$ cat src/rtl/unified_mem_arbiter_pkg.sv
// Shared types for the unified instruction/data memory arbiter.
// Owner IDs tag each granted transfer so responses can be routed back.
package ryuki_datatypes;

  typedef enum logic {
    OWN_INSTR = 1'b0,
    OWN_DATA  = 1'b1
  } owner_e;

  typedef enum logic {
    ARB    = 1'b0,
    LOCKED = 1'b1
  } arb_state_e;

  function automatic owner_e other_owner(owner_e o);
    return (o == OWN_INSTR) ? OWN_DATA : OWN_INSTR;
  endfunction

endpackage

$ cat src/rtl/unified_mem_arbiter_if.sv
// Shared memory bus bundle: req/gnt request phase plus in-order
// rvalid response phase.
interface unified_mem_arbiter_if #(
  parameter int ADDR_WIDTH = 32,
  parameter int DATA_WIDTH = 32
);

  logic                    req;
  logic [ADDR_WIDTH-1:0]   addr;
  logic                    we;
  logic [DATA_WIDTH/8-1:0] be;
  logic [DATA_WIDTH-1:0]   wdata;
  logic                    gnt;
  logic                    rvalid;
  logic [DATA_WIDTH-1:0]   rdata;
  logic                    err;

  modport master (
    output req, addr, we, be, wdata,
    input  gnt, rvalid, rdata, err
  );

  modport slave (
    input  req, addr, we, be, wdata,
    output gnt, rvalid, rdata, err
  );

endinterface

$ cat src/rtl/unified_mem_arbiter_owner_fifo.sv
// In-order FIFO of owner IDs for granted-but-unanswered transfers.
// Pointers wrap modulo DEPTH so non-power-of-two depths also work.
module owner_fifo
  import ryuki_datatypes::*;
#(
  parameter int DEPTH = 2
) (
  input  logic   clk,
  input  logic   rst,
  input  logic   push,
  input  owner_e push_id,
  input  logic   pop,
  output owner_e head_id,
  output logic   empty,
  output logic   full
);

  localparam int CW = $clog2(DEPTH) + 1;
  localparam int PW = (DEPTH > 1) ? $clog2(DEPTH) : 1;

  owner_e        mem_q [DEPTH];
  logic [PW-1:0] wr_q;
  logic [PW-1:0] rd_q;
  logic [CW-1:0] cnt_q;
  logic          do_push;
  logic          do_pop;

  function automatic logic [PW-1:0] inc(logic [PW-1:0] p);
    return (p == PW'(DEPTH - 1)) ? '0 : p + 1'b1;
  endfunction

  assign empty   = (cnt_q == '0);
  assign full    = (cnt_q == CW'(DEPTH));
  assign head_id = mem_q[rd_q];
  assign do_push = push && !full;
  assign do_pop  = pop && !empty;

  always_ff @(posedge clk) begin
    if (do_push) mem_q[wr_q] <= push_id;
  end

  always_ff @(posedge clk or posedge rst) begin
    if (rst) begin
      wr_q  <= '0;
      rd_q  <= '0;
      cnt_q <= '0;
    end else begin
      if (do_push) wr_q <= inc(wr_q);
      if (do_pop)  rd_q <= inc(rd_q);
      if (do_push && !do_pop) cnt_q <= cnt_q + 1'b1;
      else if (do_pop && !do_push) cnt_q <= cnt_q - 1'b1;
    end
  end

endmodule

$ cat src/rtl/unified_mem_arbiter.sv
// Round-robin arbiter merging instruction and data ports onto one
// req/gnt/rvalid memory port, with in-order response routing.
module unified_mem_arbiter
  import ryuki_datatypes::*;
#(
  parameter int ADDR_WIDTH      = 32,
  parameter int DATA_WIDTH      = 32,
  parameter int MAX_OUTSTANDING = 2
) (
  input  logic                    clk_i,
  input  logic                    rst_i,
  input  logic                    instr_req_i,
  input  logic [ADDR_WIDTH-1:0]   instr_addr_i,
  output logic                    instr_gnt_o,
  output logic                    instr_rvalid_o,
  output logic [DATA_WIDTH-1:0]   instr_rdata_o,
  input  logic                    data_req_i,
  input  logic [ADDR_WIDTH-1:0]   data_addr_i,
  input  logic                    data_we_i,
  input  logic [DATA_WIDTH/8-1:0] data_be_i,
  input  logic [DATA_WIDTH-1:0]   data_wdata_i,
  output logic                    data_gnt_o,
  output logic                    data_rvalid_o,
  output logic [DATA_WIDTH-1:0]   data_rdata_o,
  output logic                    data_err_o,
  output logic                    mem_req_o,
  output logic [ADDR_WIDTH-1:0]   mem_addr_o,
  output logic                    mem_we_o,
  output logic [DATA_WIDTH/8-1:0] mem_be_o,
  output logic [DATA_WIDTH-1:0]   mem_wdata_o,
  input  logic                    mem_gnt_i,
  input  logic                    mem_rvalid_i,
  input  logic [DATA_WIDTH-1:0]   mem_rdata_i,
  input  logic                    mem_err_i,
  output logic                    spurious_rvalid_o
);

  unified_mem_arbiter_if #(
    .ADDR_WIDTH(ADDR_WIDTH),
    .DATA_WIDTH(DATA_WIDTH)
  ) bus ();

  arb_state_e state_q, state_d;
  owner_e     owner_q, owner_d;
  owner_e     rr_q, rr_d;
  owner_e     sel;
  owner_e     head;
  logic       fifo_full;
  logic       fifo_empty;
  logic       req;
  logic       gnt;
  logic       pop;
  logic       sel_d;

  assign bus.gnt    = mem_gnt_i;
  assign bus.rvalid = mem_rvalid_i;
  assign bus.rdata  = mem_rdata_i;
  assign bus.err    = mem_err_i;

  // A full FIFO blocks all requests, even if a pop frees a slot now.
  assign req = !rst_i && !fifo_full &&
               ((state_q == LOCKED) || instr_req_i || data_req_i);
  assign gnt = req && bus.gnt;

  always_comb begin
    state_d = state_q;
    owner_d = owner_q;
    rr_d    = rr_q;
    sel     = owner_q;
    unique case (state_q)
      ARB: begin
        if (instr_req_i && data_req_i) sel = rr_q;
        else if (instr_req_i)          sel = OWN_INSTR;
        else                           sel = OWN_DATA;
        if (req && !bus.gnt) begin
          state_d = LOCKED;
          owner_d = sel;
        end
      end
      LOCKED: begin
        if (bus.gnt) state_d = ARB;
      end
      default: state_d = ARB;
    endcase
    if (gnt) rr_d = other_owner(sel);
  end

  always_ff @(posedge clk_i or posedge rst_i) begin
    if (rst_i) begin
      state_q <= ARB;
      owner_q <= OWN_INSTR;
      rr_q    <= OWN_INSTR;
    end else begin
      state_q <= state_d;
      owner_q <= owner_d;
      rr_q    <= rr_d;
    end
  end

  assign sel_d = req && (sel == OWN_DATA);

  assign bus.req   = req;
  assign bus.addr  = !req ? '0 : (sel_d ? data_addr_i : instr_addr_i);
  assign bus.we    = sel_d && data_we_i;
  assign bus.be    = !req ? '0 : (sel_d ? data_be_i : '1);
  assign bus.wdata = sel_d ? data_wdata_i : '0;

  assign mem_req_o   = bus.req;
  assign mem_addr_o  = bus.addr;
  assign mem_we_o    = bus.we;
  assign mem_be_o    = bus.be;
  assign mem_wdata_o = bus.wdata;

  assign instr_gnt_o = gnt && (sel == OWN_INSTR);
  assign data_gnt_o  = gnt && (sel == OWN_DATA);

  owner_fifo #(
    .DEPTH(MAX_OUTSTANDING)
  ) u_owner_fifo (
    .clk    (clk_i),
    .rst    (rst_i),
    .push   (gnt),
    .push_id(sel),
    .pop    (pop),
    .head_id(head),
    .empty  (fifo_empty),
    .full   (fifo_full)
  );

  assign pop               = !rst_i && bus.rvalid && !fifo_empty;
  assign spurious_rvalid_o = !rst_i && bus.rvalid && fifo_empty;

  // Responses bypass any register: route straight from the FIFO head.
  assign instr_rvalid_o = pop && (head == OWN_INSTR);
  assign data_rvalid_o  = pop && (head == OWN_DATA);
  assign instr_rdata_o  = instr_rvalid_o ? bus.rdata : '0;
  assign data_rdata_o   = data_rvalid_o ? bus.rdata : '0;
  assign data_err_o     = data_rvalid_o && bus.err;

endmodule

$ cat config.mk
export PLATFORM = sky130hd
export DESIGN_NAME = unified_mem_arbiter
export DESIGN_NICKNAME = d
export VERILOG_FILES = /design/src/rtl/unified_mem_arbiter_pkg.sv /design/src/rtl/unified_mem_arbiter_if.sv /design/src/rtl/unified_mem_arbiter_owner_fifo.sv /design/src/rtl/unified_mem_arbiter.sv
export SDC_FILE = /design/constraint.sdc
export NUM_CORES = 1
export LEC_CHECK = 0
export ABC_AREA = 0
export BUFFER_PORTS_ARGS = -buffer_cell sky130_fd_sc_hd__buf_2
export CAP_MARGIN = 5
export CORE_AREA = 3 3 108 110
export CTS_BUF_LIST = sky130_fd_sc_hd__clkbuf_2 sky130_fd_sc_hd__clkbuf_4 sky130_fd_sc_hd__clkbuf_8
export CTS_CLUSTER_DIAMETER = 200
export DETAILED_ROUTE_END_ITERATION = 8
export DIE_AREA = 0 0 111 113
export SYNTH_ARGS = -nofsm -noshare
export SYNTH_HDL_FRONTEND = slang
export SYNTH_SLANG_ARGS = --single-unit
$ cat constraint.sdc
create_clock -name clk_i -period 2.7 [get_ports clk_i]
set_input_delay 0.405 -clock clk_i [delete_from_list [all_inputs] [get_ports clk_i]]
set_output_delay 0.405 -clock clk_i [all_outputs]
set_load 0.01 [all_outputs]
Word level (Yosys, flattened, before mapping)
Memories as Yosys holds them, arrays and structs flattened.
Index checks and enable logic that the tools add are counted.
{"block": "word_totals", "ff_bits": 7, "ramBits": 2, "inputBits": 140, "n_memories": 1}
{"block": "op_classes", "n_addsub": 4, "eq_ne": 1, "n_mux": 20, "bitwise_logic": 3, "reduce_logical": 30}
{"name": "u_owner_fifo.mem_q", "words": 2, "word_bits": 1, "rd": 1, "rd_ports_with_merged_regs": 0, "wr": 1, "line_no": "unified_mem_arbiter_owner_fifo.sv:21", "rtl": "owner_e mem_q [DEPTH];"}
{"operator": "32-bit two-way mux", "count": 5}
{"operator": "1-bit logical AND", "count": 19}
{"operator": "1-bit two-way mux", "count": 10}
{"operator": "4-bit two-way mux", "count": 2}
{"operator": "1-bit logical NOT", "count": 6}
{"operator": "2-bit two-way mux", "count": 2}
{"operator": "1-bit inverter", "count": 3}
{"operator": "1-bit adder, second input constant", "count": 2}
{"operator": "2-bit by 1-bit adder with 2-bit output, second input constant", "count": 1}
{"operator": "2-bit == test, second input constant", "count": 1}
{"operator": "2-bit logical NOT", "count": 1}
{"operator": "1-bit logical OR", "count": 2}
{"operator": "1-bit one-hot mux with 2 select lines", "count": 1}
{"operator": "2-bit AND reduction", "count": 1}
{"operator": "2-bit nonzero test", "count": 1}
{"operator": "2-bit by 1-bit subtractor with 2-bit output, second input constant", "count": 1}

Depth between registers and ports, before layout
Gate-level depths: netlist (run 1).
{"block": "logic_depth", "word_depth": 10, "ltp_mapped": 8}

Cells and area by module
From an unflattened synthesis (run 1), not the netlist that was laid out.
{"block": "hier_totals", "cells_unflattened": 279, "hier_area_um2": 1969.4}
{"module": "unified_mem_arbiter", "n_inst": 1, "cells_per_inst": 256, "area_each_um2": 1697.9}
{"module": "owner_fifo", "n_inst": 1, "cells_per_inst": 23, "area_each_um2": 271.5}

Least setup slack after synthesis (run 1)
Ideal clock, no wire load.
{"block": "synth_timing", "kind": "input -> output", "from": "in instr_req_i", "to": "out mem_addr_o[10]", "arrival_time_ns": 1.449, "required_time_ns": 2.295, "path_slack_ns": 0.846, "path_stages": 6, "path_cell_list": "a21bo_1 mux2i_4 inv_2 buf_2 buf_6 mux2i_1"}
{"block": "synth_between", "elab_chain_cells": 6}
{"item": "start, declared", "line_no": "unified_mem_arbiter.sv:12", "rtl": "input logic instr_req_i,"}
{"item": "1-bit two-way mux (tied with other cells)", "line_no": "unified_mem_arbiter.sv:73", "rtl": "else if (instr_req_i) sel = OWN_INSTR;"}
{"item": "1-bit two-way mux / 1-bit logical OR (equally long branches)", "line_no": "unified_mem_arbiter.sv:72, unified_mem_arbiter.sv:62"}
{"item": "1-bit two-way mux / 1-bit logical AND (equally long branches)", "line_no": "unified_mem_arbiter.sv:70, unified_mem_arbiter.sv:61"}
{"item": "1-bit logical AND", "line_no": "unified_mem_arbiter.sv:100", "rtl": "assign sel_d = req && (sel == OWN_DATA);"}
{"item": "32-bit two-way mux", "line_no": "unified_mem_arbiter.sv:103", "rtl": "assign bus.addr = !req ? '0 : (sel_d ? data_addr_i : instr_addr_i);"}
{"item": "32-bit two-way mux (*)", "line_no": "unified_mem_arbiter.sv:103"}
{"item": "end, declared", "line_no": "unified_mem_arbiter.sv:27", "rtl": "output logic [ADDR_WIDTH-1:0] mem_addr_o,"}
Mark *: on every way between the ends. The rest lies on a longest branch, timed or not.

Worst setup path after layout (run 1)
{"block": "layout_timing", "from": "reg u_owner_fifo.cnt_q[0]", "to": "out mem_addr_o[22]"}
{"block": "layout_between", "elab_chain_cells": 7}
{"item": "start, declared", "line_no": "unified_mem_arbiter_owner_fifo.sv:24", "rtl": "logic [CW-1:0] cnt_q;"}
{"item": "start signal, assigned", "line_no": "unified_mem_arbiter_owner_fifo.sv:50", "rtl": "if (do_push && !do_pop) cnt_q <= cnt_q + 1'b1;"}
{"item": "start signal, assigned", "line_no": "unified_mem_arbiter_owner_fifo.sv:51", "rtl": "else if (do_pop && !do_push) cnt_q <= cnt_q - 1'b1;"}
{"item": "2-bit == test (*)", "line_no": "unified_mem_arbiter_owner_fifo.sv:33", "rtl": "assign full = (cnt_q == CW'(DEPTH));"}
{"item": "1-bit logical NOT (*)", "line_no": "unified_mem_arbiter.sv:61", "rtl": "assign req = !rst_i && !fifo_full &&"}
{"item": "1-bit logical AND (*) (2 in series)", "line_no": "unified_mem_arbiter.sv:61"}
{"item": "1-bit logical AND", "line_no": "unified_mem_arbiter.sv:100"}
{"item": "32-bit two-way mux", "line_no": "unified_mem_arbiter.sv:103"}
{"item": "32-bit two-way mux (*)", "line_no": "unified_mem_arbiter.sv:103"}
Marks and branches as above.

==> results of run 1 <==
-- placed cells by master (no fill, tap or decap), types with 2 or more instances in the layout --
cell	synthesis	routed
nand4_1	64	64
buf_4	0	7
mux2_2	2	2
inv_2	2	3
o21a_1	4	4
buf_12	0	2
clkbuf_8	0	3
edfxtp_1	2	2
buf_2	13	279
xnor2_1	3	3
dfrtp_1	7	7
mux2i_1	33	32
nor2_1	11	10
xor2_1	2	2
and3_1	98	98
-- flip-flops by register name, summed over array words and instances, names as in the netlist --
signal	cells
u_owner_fifo.cnt_q	2
u_owner_fifo.mem_q	2
owner_q	1
rr_q	1
state_q	1
u_owner_fifo.rd_q	1
u_owner_fifo.wr_q	1
-- report_power, final --
group	internal (mW)	switching (mW)
registers	0.198	0.0591
logic	0.659	0.915
clock network	0.113	0.0532
total	0.969	1.03
-- worst max-delay path: stages, from the launching register on --
cell	delay (ns)
dfrtp_1	0.43
nand2b_2	0.28
buf_4	0.51
nand4_1	0.21
mux2i_1	0.17
buf_2	0.14
-- cell families after synthesis --
| group | Yosys count | share of synthesized area |
|---|---|---|
| adder cells (fa/ha/maj) | 1 | 0.00598 |
| AO/OA/AOI/OAI | 7 | 0.0263 |
| multiplexers | 36 | 0.179 |
| flip-flops | 9 | 0.112 |
| AND/OR/NAND/NOR | 182 | 0.536 |
| buffers and inverters | 50 | 0.119 |
| XOR/XNOR | 5 | 0.0209 |
-- final cells by class --
class                      instances  area (um2)  share of cell area
clock buffer                       4        48.8              0.0136
timing repair buffer             288        1490               0.416
tap                              140         175              0.0489
multi-input combinational        231        1620               0.452
sequential                         9         235              0.0657
inverter                           4        15.0             0.00419
-- per-layer routing --
| metal | routed length, um | up-vias | GRT usage |
|---|---|---|---|
| met1 | 3690 | 1497 | 0.160 |
| met2 | 5130 | 157 | 0.273 |
| met4 | 99 | 0 | 0.0205 |
| met5 | 0 | - | 0 |
| li1 | - | 1599 | - |
| met3 | 786 | 6 | 0.0337 |
-- how the worst max path moves through the flow --
| stage | cells past startpoint | endpoint | start |
|---|---|---|---|
| 2_1_floorplan | 6 | mem_addr_o[10] | instr_req_i |
| 3_3_place_gp | 7 | mem_addr_o[24] | instr_req_i |
| 3_5_place_dp | 7 | mem_addr_o[12] | data_req_i |
| 4_1_cts | 5 | mem_addr_o[26] | u_owner_fifo.cnt_q[0]$_DFFE_PP0P_ |
| 5_1_grt | 5 | mem_addr_o[22] | u_owner_fifo.cnt_q[0]$_DFFE_PP0P_ |
| 6_report | 5 | mem_addr_o[22] | u_owner_fifo.cnt_q[0]$_DFFE_PP0P_ |
==> results.md, run 1 <==
- Ys Warns: 0
- First-pass GRT wire length: 15,000 um
- Largest cells by area after synthesis: and3_1 29%, nand4_1 19%, mux2i_1 16%
- Final HPWL DP: 7940 um
- Static leakage: about 2.5 nW
- Crit Path Max Fanout: 61
- Worst Max-Slew Pin Slew: 0.568 ns
- Finished Core Util: 0.332
- Post-synth top area share: 0.293
- Main synth FF type: dfrtp_1
- Hold Violations, Final: 0
- Core box area: 0.0108 mm2
- Number of global-route vias before repair: 3,024
- I/O Pins: 280
- Hold_ws: 0.232 ns
- Reg2Reg Setup Slack: 0.83 ns
- Most common cell in the netlist: and3_1
- Wire length per cell: 14.4 um
- Synthesized Nets: about 430
- # clock sinks: 9
- Synth top cells by count: 98 x and3_1, 64 x nand4_1, 33 x mux2i_1
- Placed insts: approximately 670
- Design Area, Final: 0.00358 mm2
- Synth Cell Area: 0.00209 mm2
- Drc violations: 0
- Drt first pass iters: 5
- FF-to-FF Start: state_q$_DFF_PP0_
- Synth-to-Final Area Change: 71.1%
- Final Power: 2.00 mW
- # fillers: between 1,000 and 1,500
- GRT Total Usage: 0.141
- Area leader, netlist: and3_1
- Starting Density: 0.194
- WL final: between 9000 and 10,000 um
- Final period demand of the worst path: approximately 2.4 ns
- Clock latency on the worst-skew pair: between 0.2 and 0.25 ns
- Number of buffers created by CTS: 3
- CTS Buffer Depth: 2
- Hold_buf cts: 0
- H-tree depth: 1
- Critical Path End Type: output port
- Synthesized area per cell: 7.22 um2
- Max-slew violations: 0
- Type of origin of the critical path: flop
- Max IR drop VDD: 230 uV
- Total number of vias: ~3,300
- Die X: 111 um
- Share of layout cells above drive strength 1: 0.565
- RSZ-0062 raised after global routing: false
- Die ar.: 0.0125 mm2
- 1st-iter DRT viols: 145
- Placer Congestion: 0.975
- CTS tree: yes
- Largest net degree at the start of global routing: 62
- Vias per inst: roughly 4.8
- R2R depth: 6
- Arrival @ worst endpoint: between 2 and 2.5 ns
- Synth cell types: 30
- Clk root buf: clkbuf_8
- Ant. Diodes: 0
- Number of flops mapped to enable cells by yosys: 2
- Reg-to-Reg End: u_owner_fifo.cnt_q[1]$_DFFE_PP0P_
- Class of the worst hold path: input pin to asynchronous set/reset pin
- PwrDens: 558 mW/mm2
- Critical setup path kind: flop to output port
- Sequential fraction of the synthesis area: 0.112
- Fmax: a little over 0.4 GHz
- Setup_tns: 0 ns
- Post-CTS sizing: 0
- Chip height: 113 um
- Initial antenna violation count: 0
- CP required: 2.30 ns
- GRT overflow: 0
- Period utilization: 0.896
- Seq cells post-synth: 9
- ANT nets after route: 0
- # port buffers: 279
- Outcome: complete, no violations
- Setup repair bufs after CTS: 0
- Slew HR: 0.621
- Post-Syn Instances: 290
- Worst clock skew: around 0.0026 ns
- Async set-reset flop share out of synthesis: 0.778
- Max-Cap Viols: 0
- Final net count: 678
- Setup violators final: 0
- Final non-filler cell total: 676
- Fin worst setup slack: 0.281 ns
- Rows: 38
- Placed Area: roughly 0.0035 mm2
- Setup WS pre-CTS: 0.473 ns
- Reg clk slew, reported paths: roughly 0.050 ns
Note: power is estimated with default switching activity, not from simulation.
==> run 2, diff against run 1 <==
--- a/config.mk
+++ b/config.mk
@@ -8,11 +8,11 @@
 export ABC_AREA = 0
 export BUFFER_PORTS_ARGS = -buffer_cell sky130_fd_sc_hd__buf_2
 export CAP_MARGIN = 5
-export CORE_AREA = 3 3 108 110
+export CORE_AREA = 3 3 109 111
 export CTS_BUF_LIST = sky130_fd_sc_hd__clkbuf_2 sky130_fd_sc_hd__clkbuf_4 sky130_fd_sc_hd__clkbuf_8
 export CTS_CLUSTER_DIAMETER = 200
 export DETAILED_ROUTE_END_ITERATION = 8
-export DIE_AREA = 0 0 111 113
+export DIE_AREA = 0 0 112 114
 export SYNTH_ARGS = -nofsm -noshare
 export SYNTH_HDL_FRONTEND = slang
 export SYNTH_SLANG_ARGS = --single-unit
==> constraint.sdc (replaced) <==
create_clock -name clk_i -period 2 [get_ports clk_i]
set_input_delay 0.3 -clock clk_i [delete_from_list [all_inputs] [get_ports clk_i]]
set_output_delay 0.3 -clock clk_i [all_outputs]
set_load 0.01 [all_outputs]
==> results.md, run 2 (synthesis results as in run 1) <==
- # clock sinks: 9
- Finished Core Util: 0.345
- Clock power share: 0.076
- Die ar.: 0.0128 mm2
- Initial antenna violation count: 0
- Wire length per cell: 14.6 um
- Worst Max-Slew Pin Slew: 0.287 ns
- Final Power: 2.97 mW
- Vias per inst: between 4 and 5
- Sw frac: 0.496
- Fmax: approximately 0.50 GHz
- H-tree depth: 1
- Crit Path Max Fanout: 65
- Static leakage: 2.52 nW
- 1st-iter DRT viols: 148
- Largest net degree at the start of global routing: 66
- Hold Violations, Final: 0
- Placed insts: between 600 and 700
- I/O Pins: 280
- Final net count: 684
- Slowest-stage cell, CP: dfrtp_2
- Commonest non-fill, non-tap cell in the layout: buf_2
- Class of the worst hold path: input pin to asynchronous set/reset pin
- Drc violations: 0
- CTS tree: yes
- Max IR drop VDD: 261 uV
- GRT overflow: 0
- Commonest cells after routing, fill and taps aside: 279 x buf_2, 93 x and3_1, 64 x nand4_1
- Max stage delay on crit path: 0.44 ns
- Slew HR: 0.809
- CP delay by family, top: simple AND/OR/NAND/NOR gates
- Total number of vias: around 3,300
- Starting Density: 0.192
- Max-slew violations: 0
- # port buffers: roughly 280
- Worst clock skew: 0.00200 ns
- ANT nets after route: 0
- Critical Path End Type: output port
- Rows: 38
- WP buf/inv: 2
- Final period demand of the worst path: 2.02 ns
- CP required: roughly 1.7 ns
- Number of global-route vias before repair: 2,892
- First-pass GRT wire length: 14,500 um
- Drt first pass iters: 4
- Failing checks: negative setup slack
- Setup violators final: 3
- Max-Cap Viols: 0
- Chip height: 114 um
- CTS Buffer Depth: 2
- Critical setup path kind: flop to output port
- Outcome: finished with violations
- NetSw: about 1.5 mW
- Arrival @ worst endpoint: 1.72 ns
- # fillers: between 1,000 and 1,500
- GRT Total Usage: 0.134
- Power share of the combinational group: 0.800
- PwrDens: between 700 and 800 mW/mm2
- Hold_ws: 0.151 ns
- Share of layout cells above drive strength 1: 0.583
- Final non-filler cell total: a little under 700
- Placer Congestion: approximately 0.87
- Cell Int Power: 1.50 mW
- Ant. Diodes: 0
- Cells along the critical path: or3_4 > buf_12 > nand4_1 > mux2i_1 > buf_2
- Number of buffers created by CTS: 3
- Sequential power share: 0.124
- Clock latency on the worst-skew pair: 0.23 ns
- Period utilization: 1.01
- RSZ-0062 raised after global routing: true
- Final HPWL DP: 7500 um
- Top flop regs: u_owner_fifo.cnt_q x2, u_owner_fifo.mem_q x2
- Die X: about 110 um
- Reg clk slew, reported paths: 0.04 ns
- Type of origin of the critical path: flop
- Core box area: about 0.011 mm2
- Fin worst setup slack: -0.0200 ns
- WL final: 9930 um
- Setup repair bufs after CTS: 0
- Clk root buf: clkbuf_8
- Synth-to-Final Area Change: 79.3%
run 2: layout make-up:
type                       instances  area, um2  share of cell area
inverter                           4       17.5             0.00467
timing repair buffer             292       1600               0.427
tap                              140        175              0.0467
multi-input combinational        233       1670               0.445
sequential                         9        238              0.0633
clock buffer                       4       48.8              0.0130
run 2: final timing paths:
path,from,end,slack [ns],cells past startpoint
max reg2reg,state_q$_DFF_PP0_,u_owner_fifo.cnt_q[1]$_DFFE_PP0P_,0.28,7
max,state_q$_DFF_PP0_,mem_addr_o[16],-0.02,5
min in group clk_i,mem_gnt_i,state_q$_DFF_PP0_,0.26,2
min,rst_i,rr_q$_DFFE_PP0N_,0.15,3
min reg2reg,u_owner_fifo.wr_q$_DFFE_PP0N_,u_owner_fifo.wr_q$_DFFE_PP0N_,0.48,1
max in group asynchronous,rst_i,u_owner_fifo.cnt_q[0]$_DFFE_PP0P_,1.70,3
run 2: power by group through the flow:
| stage | Sequential [mW] | Combinational, mW | Clock, mW |
|---|---|---|---|
| 3_3_place_gp | 0.347 | 2.14 | 0 |
| 3_5_place_dp | 0.348 | 2.19 | 0 |
| 4_1_cts | 0.351 | 2.22 | 0.232 |
| 2_1_floorplan | 0.329 | 1.46 | 0 |
| 5_1_grt | 0.380 | 2.60 | 0.241 |
| 6_report | 0.368 | 2.38 | 0.225 |
run 2: repair_timing:
action                                  in CTS  in global routing
endpoints found under the setup margin      35                 90
pin swaps                                    1                  2
hold buffers                                 0                  0
resized for setup                            3                 10
gates cloned                                 1                  3
run 2: stage by stage:
step                setup slack, ns  setup TNS (ns)  instance area [um2]
floorplan                     0.268               0                 2090
global placement              0.241               0                 3580
detailed placement            0.223               0                 3580
CTS                         -0.0218         -0.0367                 3650
global route                -0.0623           -1.30                 3750
finish                      -0.0200         -0.0365                 3750
run 2: tightest hold or removal path: stages:
cell and delay, ns:
buf_2 0.12, inv_2 0.11, buf_4 0.20
run 2: layer usage:
metal  global-route usage  vias to the layer above  part of all wire
met3               0.0255                        4             0.080
met1                0.162                     1498              0.40
met5                    0                        -                 0
li1                     -                     1615                 -
met4               0.0248                        0            0.0055
met2                0.249                      151              0.52
